### config.mk
export PLATFORM = sky130hd
export DESIGN_NAME = conv_layer_scheduler
export DESIGN_NICKNAME = d
export VERILOG_FILES = /design/src/rtl/conv_layer_scheduler.sv
export SDC_FILE = /design/constraint.sdc
export NUM_CORES = 1
export LEC_CHECK = 0
export CAP_MARGIN = 20
export CORE_MARGIN = 2
export CORE_UTILIZATION = 46
export DETAILED_ROUTE_END_ITERATION = 10
export PLACE_DENSITY = 0.86
export SLEW_MARGIN = 20
export SYNTH_ARGS = -nofsm -noshare
export SYNTH_HDL_FRONTEND = slang
export SYNTH_SLANG_ARGS = --single-unit
export TNS_END_PERCENT = 5
### constraint.sdc
create_clock -name clock -period 3.85 [get_ports clock]
set_input_delay 0.5775 -clock clock [delete_from_list [all_inputs] [get_ports clock]]
set_output_delay 0.5775 -clock clock [all_outputs]
set_load 0.01 [all_outputs]
### src/rtl/conv_layer_scheduler.sv
// Layer sequencer for the shared MAC datapath: walks taps, bank groups, pixels and maps,
// muxes feature banks onto multiplier lanes and aligns sload/enable with the multiplier pipe.
module conv_layer_scheduler #(
  parameter int DATA_WIDTH                = 16,
  parameter int INPUT_NUM_MEM             = 6,
  parameter int IFMAP_PAR                 = 2,
  parameter int NUM_ONE_PIXEL_CYCLE_INTER = 9,
  parameter int OUT_FEATURE_WIDTH_W       = 8,
  parameter int OUT_FEATURE_WIDTH_H       = 8,
  parameter int NUM_ONEMULT               = 2,
  parameter int PIPE_LAT                  = 3,
  localparam int NUM_GROUPS = INPUT_NUM_MEM / IFMAP_PAR,
  localparam int TAP_W = (NUM_ONE_PIXEL_CYCLE_INTER > 1) ? $clog2(NUM_ONE_PIXEL_CYCLE_INTER) : 1,
  localparam int GRP_W = (NUM_GROUPS > 1) ? $clog2(NUM_GROUPS) : 1,
  localparam int X_W   = (OUT_FEATURE_WIDTH_W > 1) ? $clog2(OUT_FEATURE_WIDTH_W) : 1,
  localparam int Y_W   = (OUT_FEATURE_WIDTH_H > 1) ? $clog2(OUT_FEATURE_WIDTH_H) : 1,
  localparam int MAP_W = (NUM_ONEMULT > 1) ? $clog2(NUM_ONEMULT) : 1
) (
  input  logic                            clock,
  input  logic                            reset,
  input  logic                            cfg_start,
  input  logic                            stall,
  input  logic [DATA_WIDTH*INPUT_NUM_MEM-1:0] in_feature_q_all,
  output logic                            busy,
  output logic                            layer_done,
  output logic                            in_feature_rden,
  output logic                            weight_rden,
  output logic [TAP_W-1:0]                tap_idx,
  output logic [GRP_W-1:0]                bank_grp,
  output logic [X_W-1:0]                  out_x,
  output logic [Y_W-1:0]                  out_y,
  output logic [MAP_W-1:0]                out_map,
  output logic [DATA_WIDTH*IFMAP_PAR-1:0] in_feature_q_mux_all,
  output logic                            accum_sload,
  output logic                            enable_mult,
  output logic                            pixel_valid
);

  localparam int LANE_BITS = DATA_WIDTH * IFMAP_PAR;
  localparam int DRAIN_W   = $clog2(PIPE_LAT + 1);

  typedef enum logic [1:0] {IDLE, RUN, DRAIN} state_t;

  state_t state, next_state;
  logic [DRAIN_W-1:0] drain_cnt;

  logic issue;
  logic tap_last, grp_last, x_last, y_last, map_last;
  logic first_issue, last_pix_issue, last_issue;

  logic [PIPE_LAT-1:0] issue_sr, sload_sr;
  logic [PIPE_LAT:0]   last_pix_sr, final_sr;
  logic [GRP_W-1:0]    grp_d1;
  logic [LANE_BITS-1:0] lane_next;

  assign issue    = (state == RUN) && !stall;
  assign tap_last = (tap_idx == TAP_W'(NUM_ONE_PIXEL_CYCLE_INTER - 1));
  assign grp_last = (bank_grp == GRP_W'(NUM_GROUPS - 1));
  assign x_last   = (out_x == X_W'(OUT_FEATURE_WIDTH_W - 1));
  assign y_last   = (out_y == Y_W'(OUT_FEATURE_WIDTH_H - 1));
  assign map_last = (out_map == MAP_W'(NUM_ONEMULT - 1));

  assign first_issue    = issue && (tap_idx == '0) && (bank_grp == '0);
  assign last_pix_issue = issue && tap_last && grp_last;
  assign last_issue     = last_pix_issue && x_last && y_last && map_last;

  assign in_feature_rden = issue;
  assign weight_rden     = issue;
  assign busy            = (state != IDLE);
  assign enable_mult     = issue_sr[PIPE_LAT-1];
  assign accum_sload     = sload_sr[PIPE_LAT-1];
  assign pixel_valid     = last_pix_sr[PIPE_LAT];
  assign layer_done      = final_sr[PIPE_LAT];

  always_ff @(posedge clock or negedge reset) begin
    if (!reset) begin
      state     <= IDLE;
      drain_cnt <= '0;
    end else begin
      state     <= next_state;
      drain_cnt <= (state == DRAIN) ? drain_cnt + DRAIN_W'(1) : '0;
    end
  end

  // DRAIN lasts PIPE_LAT+1 cycles so the final pixel_valid/layer_done lands on its last cycle.
  always_comb begin
    next_state = state;
    case (state)
      IDLE:    if (cfg_start) next_state = RUN;
      RUN:     if (last_issue) next_state = DRAIN;
      DRAIN:   if (drain_cnt == DRAIN_W'(PIPE_LAT)) next_state = IDLE;
      default: next_state = IDLE;
    endcase
  end

  always_ff @(posedge clock or negedge reset) begin
    if (!reset) begin
      tap_idx  <= '0;
      bank_grp <= '0;
      out_x    <= '0;
      out_y    <= '0;
      out_map  <= '0;
    end else if (issue) begin
      if (!tap_last) begin
        tap_idx <= tap_idx + TAP_W'(1);
      end else begin
        tap_idx <= '0;
        if (!grp_last) begin
          bank_grp <= bank_grp + GRP_W'(1);
        end else begin
          bank_grp <= '0;
          if (!x_last) begin
            out_x <= out_x + X_W'(1);
          end else begin
            out_x <= '0;
            if (!y_last) begin
              out_y <= out_y + Y_W'(1);
            end else begin
              out_y   <= '0;
              out_map <= map_last ? '0 : out_map + MAP_W'(1);
            end
          end
        end
      end
    end
  end

  // Delay lines free-run through stalls so a stalled cycle travels down the pipe as a bubble.
  always_ff @(posedge clock or negedge reset) begin
    if (!reset) begin
      issue_sr    <= '0;
      sload_sr    <= '0;
      last_pix_sr <= '0;
      final_sr    <= '0;
      grp_d1      <= '0;
    end else begin
      issue_sr    <= {issue_sr[PIPE_LAT-2:0], issue};
      sload_sr    <= {sload_sr[PIPE_LAT-2:0], first_issue};
      last_pix_sr <= {last_pix_sr[PIPE_LAT-1:0], last_pix_issue};
      final_sr    <= {final_sr[PIPE_LAT-1:0], last_issue};
      grp_d1      <= bank_grp;
    end
  end

  always_comb begin
    lane_next = in_feature_q_all[LANE_BITS-1:0];
    for (int g = 0; g < NUM_GROUPS; g++) begin
      if (grp_d1 == GRP_W'(g)) lane_next = in_feature_q_all[g*LANE_BITS +: LANE_BITS];
    end
  end

  // RAM data belongs to the previous cycle's issue; bubbles leave the lane register untouched.
  always_ff @(posedge clock or negedge reset) begin
    if (!reset) begin
      in_feature_q_mux_all <= '0;
    end else if (issue_sr[0]) begin
      in_feature_q_mux_all <= lane_next;
    end
  end

endmodule

# Word level (Yosys, flattened, before mapping)
# Cells that the tools add are included.
# word_totals
regBits	65
elab_cells	61
output_inout_bits	52
# classes
addsub	6
n_eq_ne	12
n_reduce_logical	18
muxes	12
# ops
cell	n
32-bit two-way mux	2
2-bit two-way mux	5
2-bit equality test, second input constant	4
1-bit logical AND	8
3-bit by 1-bit adder with 3-bit output, second input constant	2
3-bit equality test, second input constant	2
3-bit two-way mux	2
2-bit one-hot mux with 3 select lines	1
3-bit AND reduction	2
5-bit AND reduction	1
2-bit by 1-bit adder with 2-bit output, second input constant	2
4-bit by 1-bit adder with 4-bit output, second input constant	1
2-bit by 1-bit equality test with 1-bit output, second input constant	2
4-bit equality test, second input constant	1
2-bit zero test	2
4-bit zero test	1
4-bit two-way mux	1
2-bit inequality test, second input constant	2
4-bit AND reduction	1
2-bit by 1-bit inequality test with 1-bit output, second input constant	1
2-bit AND reduction	1
2-bit nonzero test	1
1-bit adder, second input constant	1
1-bit zero test	1
1-bit two-way mux	1

# Depth between registers and ports, before layout
# Gate-level depths: netlist of run 1.
# logic_depth
depth_word	9
depth_mapped	6
mapped_depth_nobuf	5

# Least setup slack after synthesis of run 1
# Ideal clock, no wire load.
# synth_timing
path_type	input to register
from	input stall
to	register out_y[0]
required_time_ps	3725
cell_stages	5
path_slack_ps	1733
setup_time_ps	125
arrival_ps	1992
path_buffers	2
cell_sequence	or3b_1 > buf_6 > or4_4 > buf_6 > mux2_4
# synth_via
elab_chain_cells	3
# synth_lines
element	line	source
from (decl)	22	input logic stall,
1-bit zero test	56	assign issue = (state == RUN) && !stall;
1-bit logical AND	56	
4-bit AND reduction (no line)	n/a	
to (signal assigned)	117	out_y <= out_y + Y_W'(1);
to (decl)	31	output logic [Y_W-1:0] out_y,
# No other way between the ends.
# A chain may end at the register's enable or synchronous reset.

# Worst setup path in the final report of run 1
# layout_timing
from	input stall
to	output weight_rden
# layout_via
elab_chain_cells	2
# layout_lines
element	line	source
1-bit zero test	56	
1-bit logical AND	56	
to (decl)	27	output logic weight_rden,
# No other way between the ends.

==> results.toml, run 1 <==
[critical_path]
cpLargestDelayFamily = "buffers and inverters"
cp_cell_sequence = "clkdlybuf4s50_1 -> or3b_1 -> inv_1 -> clkdlybuf4s50_1"
path_max_fanout = 10
critPathBufInv = 3
max_stage_delay_ns = 0.59
crit_type = "input pin to output port"
cpMaxStageDelayCell = "clkdlybuf4s50_1"
rr_worst_depth = 5
path_common_cell = "clkdlybuf4s50_1"
crit_path_end = "weight_rden"
start_kind = "input pin"
r2r-start = "tap_idx[0]$_DFFE_PN0P_"
r2r_setup_slack_ns = 1.84
path_depth = 4
setup.worst_path.start = "stall"
cp-end-kind = "output port"
critical_path_arrival_ns = 2.32
cp.required_ns = 3.27
reg2reg_to = "out_y[1]$_DFFE_PN0P_"

[yosys]
synth.avg_cell_area_um2 = 12.9
yosysTopAreaCell = "dfrtp_1"
async_flop_share = 1.00
yosysTopAreaCellShare = 0.470
seq_area_frac_synth = 0.470
synth_commonest_cells = "96 x mux2i_1, 65 x dfrtp_1, 36 x mux2_2"
yosysMostFrequentCell = "mux2i_1"
synth_cell_types = 31
synth_seq_cells = 65
synth_edf_count = 0
synth_cells = 269
synthTopCellsByArea = "dfrtp_1 47%, mux2i_1 28%, mux2_2 12%"
ys.flop_type = "dfrtp_1"
synthesis.area_um2 = 3460
synth_nets = 376
yosys_warnings = 0

[clock_tree]
tritoncts = "done"
cts_resized = 0
clk_path_buf_depth = 2
cts_setup_buffers = 0
numCtsBuffers = 9
root_buffer = "clkbuf_8"
clk_pin_slew_ns = 0.07
clock-sinks = 65
clock_latency_ns = 0.33
holdBufCountCts = 0
htreeDepth = 3

[power]
leakagePower_nw = 2.16
ir_drop_mv = 0.409
powerDensity_nw_per_um2 = 585

[routing]
drt-total-wl_um = 8780
drc = 0
drtAntennaViolNets = 0
first_pass_iters = 4
dr.first_iter.drc_count = 53
wl_per_cell_um = 16.9
num_vias = 2695
viasPerCell = 5.19

[timing]
slew_headroom = 0.300
fin_crit_ns = 2.90
worst_pin_slew_ns = 1.05
period_share = 0.752
rsz0062_at_grt = "no"
skew_ns = 0.00865
max_freq_mhz = 345
slew_violations = 0
setup_violations = 0
tns_ns = 0
finalHoldViolCount = 0

[grt]
grt-ovfl-total = 0
grt_start_max_net_pins = 65
grt_pass1_vias = 2878
grt_antenna_before_repair = 0
grt_pass1_wl_um = 14800
grt_usage = 0.225

[placed_design]
routabilityCongestion = 0.728
hpwl_um = 6550
portBuffers = 151

[finish]
nNetsFinal = 522
layout.core_utilization = 0.719
drive_gt1_frac = 0.150
n_antenna_cell = 0
syn2layout_area_growth_pct = 50.8

[die]
die_w_um = 90.7
dieArea_um2 = 8230
start_util = 0.477
rows = 31
ios = 152
core-area_um2 = 7250
die_y_um = 90.7

[flow_run]
max_cap_violations = 0

[hold_path]
min_path_type = "input pin to asynchronous set/reset pin"

[run_status]
status = "finished clean"
==> power breakdown <==
group          switching [W]  internal [W]  total, W
sequential          0.000333      0.000894   0.00123
clock               0.000242      0.000303  0.000544
combinational       0.000413      0.000870   0.00128
==> cells by family (layout without fill, tap and decap cells) <==
| logic type | count (synthesis) | in the layout | synth area share |
|---|---|---|---|
| buf+inv | 23 | 174 | 0.0307 |
| xor+xnor | 1 | 1 | 0.00253 |
| fa+ha+maj | 7 | 7 | 0.0253 |
| mux | 135 | 135 | 0.408 |
| compound gates | 12 | 12 | 0.0217 |
| flops | 65 | 65 | 0.470 |
| simple gates | 26 | 26 | 0.0416 |
==> metal layers <==
layer  GRT usage  wire length [um]  up-vias
met5           0                 0        -
met4      0.0615                93        0
met3      0.0768               666        9
met2       0.375              4310      103
met1       0.279              3710     1312
li1            -                 -     1271
==> worst min path at each step <==
stage                                         from  cells past startpoint  slack [ns]                       end
after floorplan                              reset                      0        0.28   bank_grp[0]$_DFFE_PN0N_
after global placement       issue_sr[1]$_DFF_PN0_                      0        0.33     issue_sr[2]$_DFF_PN0_
after detailed placement  last_pix_sr[1]$_DFF_PN0_                      0        0.33  last_pix_sr[2]$_DFF_PN0_
after CTS                    final_sr[1]$_DFF_PN0_                      0        0.34     final_sr[2]$_DFF_PN0_
after global routing                         reset                      1        0.30      out_x[1]$_DFFE_PN0N_
final                                        reset                      1        0.25      out_x[1]$_DFFE_PN0N_
==> through the flow <==
step	hold slack (ns)	cells	power, W	instance area, um^2	setup WS (ns)
2_1_floorplan	0.282	269	0.00186	3460	1.73
3_3_place_gp	0.332	503	0.00249	5020	0.977
3_5_place_dp	0.335	503	0.00254	5020	0.983
4_1_cts	0.343	519	0.00310	5220	0.963
5_1_grt	0.298	519	0.00324	5220	0.868
6_report	0.248	519	0.00305	5220	0.955
==> cells in the final DEF (no fill, tap or decap), types with 2 or more instances in the layout <==
cell type,instances
buf_4,3
nor2_1,7
nand3b_1,2
mux2_4,3
clkdlybuf4s50_1,150
mux2i_1,96
o21ai_0,6
nand2_1,5
mux2_2,36
nor3_1,2
dfrtp_1,63
nand2b_1,3
inv_1,5
ha_1,7
clkinv_2,2
clkbuf_8,13
==> flip-flops by register name (all words and copies together) (netlist names), 2 cells and up <==
signal	count
drain_cnt	2
sload_sr	3
out_y	3
tap_idx	4
final_sr	4
last_pix_sr	4
bank_grp	2
grp_d1	2
state	2
issue_sr	3
in_feature_q_mux_all	32
out_x	3
==> cell type report <==
type,count,area (um^2)
Sequential cell,65,1630
Tap cell,99,124
Fill cell,546,2040
Clock inverter,2,10.0
Clock buffer,14,183
Multi-Input combinational cell,181,1730
Inverter,5,18.8
Timing Repair Buffer,153,1520
Note: power is estimated with default switching activity, not from simulation.
==> run 2, diff against run 1 <==
CORE_UTILIZATION = 38   (was 46)
PLACE_DENSITY = 0.75   (was 0.86)
clock period = 2.34 ns   (was 3.85 ns; I/O delays follow)
==> run 2 against run 1 <==
  * First-iteration DRC count up 32%
  * Setup slack worse by 0.84 ns
  * Highest routed layer unchanged
  * Global-route usage down 5.4 points
  * Critical path type is now register to output port
  * Total power up 75%
  * Clock power up 110%
  * Combinational power up 85%
  * Utilization down 11 points
  * Non-clock buffer count up 6
  * Worst hold slack worse by 0.22 ns
  * Routed wire length down 3.1%
==> results.toml, run 2 (synthesized netlist as in run 1, its figures left out) <==
[flow_run]
max_cap_violations = 0

[grt]
grt_usage = 0.171
grt_pass1_wl_um = 13500
grt_start_max_net_pins = 34
grt-ovfl-total = 0
grt_antenna_before_repair = 0
grt_pass1_vias = 2725

[hold_path]
min_path_type = "input pin to asynchronous set/reset pin"

[timing]
max_freq_mhz = 450
fin_crit_ns = 2.22
skew_ns = 0.00639
setup_violations = 0
worst_pin_slew_ns = 0.621
rsz0062_at_grt = "no"
slew_violations = 0
slew_headroom = 0.586
tns_ns = 0
period_share = 0.949
finalHoldViolCount = 0

[power]
p_clk_frac = 0.214
powerDensity_nw_per_um2 = 995
switching_share = 0.314
p_seq_frac = 0.342
internal_power_w = 0.00367
switchingPower_w = 0.00168
power_frac_comb = 0.443
leakagePower_nw = 2.22
ir_drop_mv = 0.649

[routing]
first_pass_iters = 4
viasPerCell = 5.00
drtAntennaViolNets = 0
drt-total-wl_um = 8510
drc = 0
num_vias = 2670
dr.first_iter.drc_count = 70
wl_per_cell_um = 15.9

[clock_tree]
cts_resized = 0
tritoncts = "done"
numCtsBuffers = 9
cts_setup_buffers = 0
root_buffer = "clkbuf_8"
clk_pin_slew_ns = 0.08
clock-sinks = 65
clk_path_buf_depth = 2
htreeDepth = 3
holdBufCountCts = 0
clock_latency_ns = 0.33

[finish]
final_common_cell = "clkdlybuf4s50_1"
n_antenna_cell = 0
regMostFlops = "in_feature_q_mux_all"
largest_register_ffs = 32
nNetsFinal = 528
layout.core_utilization = 0.613
drive_gt1_frac = 0.164
syn2layout_area_growth_pct = 55.3
fill_cells = 720
final_cell_mix = "150 x clkdlybuf4s50_1, 96 x mux2i_1, 63 x dfrtp_1, 36 x mux2_2, 9 x clkbuf_8"

[critical_path]
max_stage_delay_ns = 0.54
cpMaxStageDelayCell = "clkdlybuf4s50_1"
cp_cell_sequence = "or3b_1 -> inv_1 -> clkdlybuf4s50_1"
start_kind = "register"
cp-end-kind = "output port"
path_max_fanout = 5
critical_path_arrival_ns = 1.87
cp.required_ns = 1.99
rr_worst_depth = 5
reg2reg_to = "out_x[0]$_DFFE_PN0N_"
crit_type = "register to output port"
r2r-start = "tap_idx[0]$_DFFE_PN0P_"
r2r_setup_slack_ns = 0.38

[die]
start_util = 0.395
dieArea_um2 = 9880
core-area_um2 = 8760
ios = 152
die_w_um = 99.4
die_y_um = 99.4
rows = 34

[placed_design]
portBuffers = 151
routabilityCongestion = 0.752
hpwl_um = 6220

[run_status]
status = "finished clean"
## run 2: cell count changes in the layout (fill, tap and decap cells not counted), moves of 2 or more
cell / previous run / this run
clkinvlp_4: 0 / 2
buf_12: 0 / 4
bufinv_16: 0 / 3
clkbuf_8: 13 / 9
## run 2: routing by layer
layer / track usage / share of wire
met5: 0 / 0
met4: 0.0601 / 0.015
met3: 0.0478 / 0.083
met2: 0.275 / 0.46
met1: 0.222 / 0.44
## run 2: cell type report
cell class	count	area (um^2)	area share
Clock inverter	7	119	0.0221
Inverter	5	18.8	0.00349
Timing Repair Buffer	159	1620	0.301
Tap cell	108	135	0.0252
Clock buffer	9	124	0.0231
Sequential cell	65	1630	0.304
Multi-Input combinational cell	181	1730	0.321
## run 2: power groups by stage
stage	Combinational [W]	Sequential, W	Clock [W]
finish	0.00237	0.00183	0.00115
global route	0.00253	0.00189	0.00124
CTS	0.00240	0.00183	0.00118
detailed placement	0.00239	0.00185	0
global placement	0.00236	0.00184	0
floorplan	0.00122	0.00184	0
## run 2: critical path, delay by kind of cell (launching register included)
family                 cells  cell delay (ns)
DFF                        1             0.41
and+or+nand+nor            1             0.47
buffers and inverters      2             0.67
## run 2: per-stage QoR
step	setup slack [ns]	instance area (um^2)	total power, W	std cells	hold slack, ns
final	0.118	5370	0.00534	534	0.0289
after global routing	0.0325	5370	0.00565	534	0.0664
after CTS	0.0959	5370	0.00541	534	0.0540
after detailed placement	0.105	5130	0.00424	518	0.336
after global placement	0.122	5130	0.00420	518	0.333
after floorplan	0.400	3460	0.00306	269	0.0554
## run 2: worst max path at each step
stage | startpoint | cells after the start | slack (ns) | end
2_1_floorplan | state[1]$_DFFE_PN0P_ | 5 | 0.40 | out_y[0]$_DFFE_PN0P_
3_3_place_gp | stall | 4 | 0.12 | out_y[2]$_DFFE_PN0P_
3_5_place_dp | stall | 4 | 0.11 | out_y[1]$_DFFE_PN0P_
4_1_cts | state[1]$_DFFE_PN0P_ | 3 | 0.1 | in_feature_rden
5_1_grt | state[1]$_DFFE_PN0P_ | 3 | 0.03 | in_feature_rden
6_report | state[1]$_DFFE_PN0P_ | 3 | 0.12 | in_feature_rden
==> run 3, diff against run 2 <==
CELL_PAD_IN_SITES_DETAIL_PLACEMENT = 0   (was default)
CELL_PAD_IN_SITES_GLOBAL_PLACEMENT = 2   (was default)
CORE_UTILIZATION = 28   (was 38)
PLACE_DENSITY = 0.84   (was 0.75)
clock period = 2.8 ns   (was 2.34 ns; I/O delays follow)
==> run 3 against run 2 <==
  * Critical endpoint is now weight_rden
  * Global-route usage shrank 3.9 points
  * First-iteration DRC count shrank 27%
  * Cell count grew 6.7%
  * Via count shrank 1.2%
  * Cell area grew 2.1%
  * Highest routed layer unchanged
  * Sequential power shrank 16%
  * Routed wire length grew 3.6%
==> results.toml, run 3 (synthesized netlist as in run 1, its figures left out) <==
[timing]
setup_violations = 0
skew_ns = 0.00678
worst_slack_ns = 0.348
max_freq_mhz = 408
tns_ns = 0
slew_headroom = 0.441
finalHoldViolCount = 0
rsz0062_at_grt = "no"
fin_crit_ns = 2.45
worst_hold_slack_ns = 0.277
slew_violations = 0
period_share = 0.876
worst_pin_slew_ns = 0.839

[clock_tree]
cts_setup_buffers = 0
numCtsBuffers = 9
cts_resized = 0
holdBufCountCts = 0
tritoncts = "done"
root_buffer = "clkbuf_16"
clk_pin_slew_ns = 0.06
clock-sinks = 65
htreeDepth = 3
clock_latency_ns = 0.32
clk_path_buf_depth = 2

[power]
leakagePower_nw = 2.25
powerDensity_nw_per_um2 = 869
total_power_w = 0.00476
ir_drop_mv = 0.308

[finish]
nNetsFinal = 525
final_cell_area_um2 = 5480
fill_cells = 1142
syn2layout_area_growth_pct = 58.5
regMostFlops = "in_feature_q_mux_all"
drive_gt1_frac = 0.158
final_common_cell = "clkdlybuf4s50_1"
n_antenna_cell = 0
final_cell_mix = "150 x clkdlybuf4s50_1, 96 x mux2i_1, 63 x dfrtp_1, 36 x mux2_2, 9 x clkbuf_16"
largest_register_ffs = 32

[hold_path]
min_path_type = "input pin to asynchronous set/reset pin"

[die]
die_w_um = 115
core-area_um2 = 12000
dieArea_um2 = 13300
rows = 40
die_y_um = 115
start_util = 0.288
ios = 152

[routing]
dr.first_iter.drc_count = 51
drtAntennaViolNets = 0
first_pass_iters = 4
drt-total-wl_um = 8810
num_vias = 2638
wl_per_cell_um = 15.5
viasPerCell = 4.63
drc = 0

[placed_design]
hpwl_um = 6410
dpl_cell_area_um2 = 5130
routabilityCongestion = 0.759
dpl_worst_slack_ns = 0.331
portBuffers = 151

[grt]
grt_start_max_net_pins = 66
grt_pass1_vias = 2591
grt_usage = 0.131
grt-ovfl-total = 0
grt_pass1_wl_um = 13300
grt_antenna_before_repair = 0

[critical_path]
critical_path_arrival_ns = 2.03
path_max_fanout = 10
start_kind = "input pin"
cp-end-kind = "output port"
crit_type = "input pin to output port"
r2r_setup_slack_ns = 0.81
cp.required_ns = 2.38

[run_status]
status = "finished clean"

[flow_run]
max_cap_violations = 0
[run 3: final timing paths]
| check | startpoint | to | depth (start not counted) |
|---|---|---|---|
| setup / recovery | stall | weight_rden | 4 |
| hold / removal | reset | in_feature_q_mux_all[21]$_DFFE_PN0P_ | 2 |
| setup reg to reg | state[1]$_DFFE_PN0P_ | out_y[0]$_DFFE_PN0P_ | 3 |
| hold reg to reg | final_sr[0]$_DFF_PN0_ | final_sr[1]$_DFF_PN0_ | 0 |
| max in group asynchronous | reset | grp_d1[1]$_DFF_PN0_ | 2 |
| min in group clock | final_sr[0]$_DFF_PN0_ | final_sr[1]$_DFF_PN0_ | 0 |
[run 3: power breakdown]
part / internal, W / switching, W / total (W)
sequential: 0.00123 / 0.000294 / 0.00153
combinational: 0.00120 / 0.000714 / 0.00192
clock: 0.000897 / 0.000421 / 0.00132
[run 3: worst max-delay path, cell delays in order]
cell and delay (ns):
clkdlybuf4s50_1 0.39, or3b_1 0.50, inv_1 0.17, clkdlybuf4s50_1 0.55
[run 3: metal layers]
layer,vias to the layer above,GRT usage,share of wire
met5,-,0,0
met4,0,0.0458,0.011
met3,8,0.0406,0.076
met2,93,0.209,0.46
met1,1259,0.170,0.45
li1,1278,-,-
[run 3: cell type report]
type / count / area, um^2 / area share
clock inverter: 6 / 115 / 0.0210
clock buffer: 10 / 239 / 0.0436
multi-input combinational: 181 / 1730 / 0.315
inverter: 5 / 18.8 / 0.00342
sequential: 65 / 1630 / 0.298
tap: 147 / 184 / 0.0335
timing repair buffer: 156 / 1570 / 0.286
[run 3: through the flow]
stage | cells | util
5_1_grt | 570 | 0.457
3_5_place_dp | 554 | 0.427
6_report | 570 | 0.457
4_1_cts | 570 | 0.457
2_1_floorplan | 269 | -
3_3_place_gp | 554 | 0.427
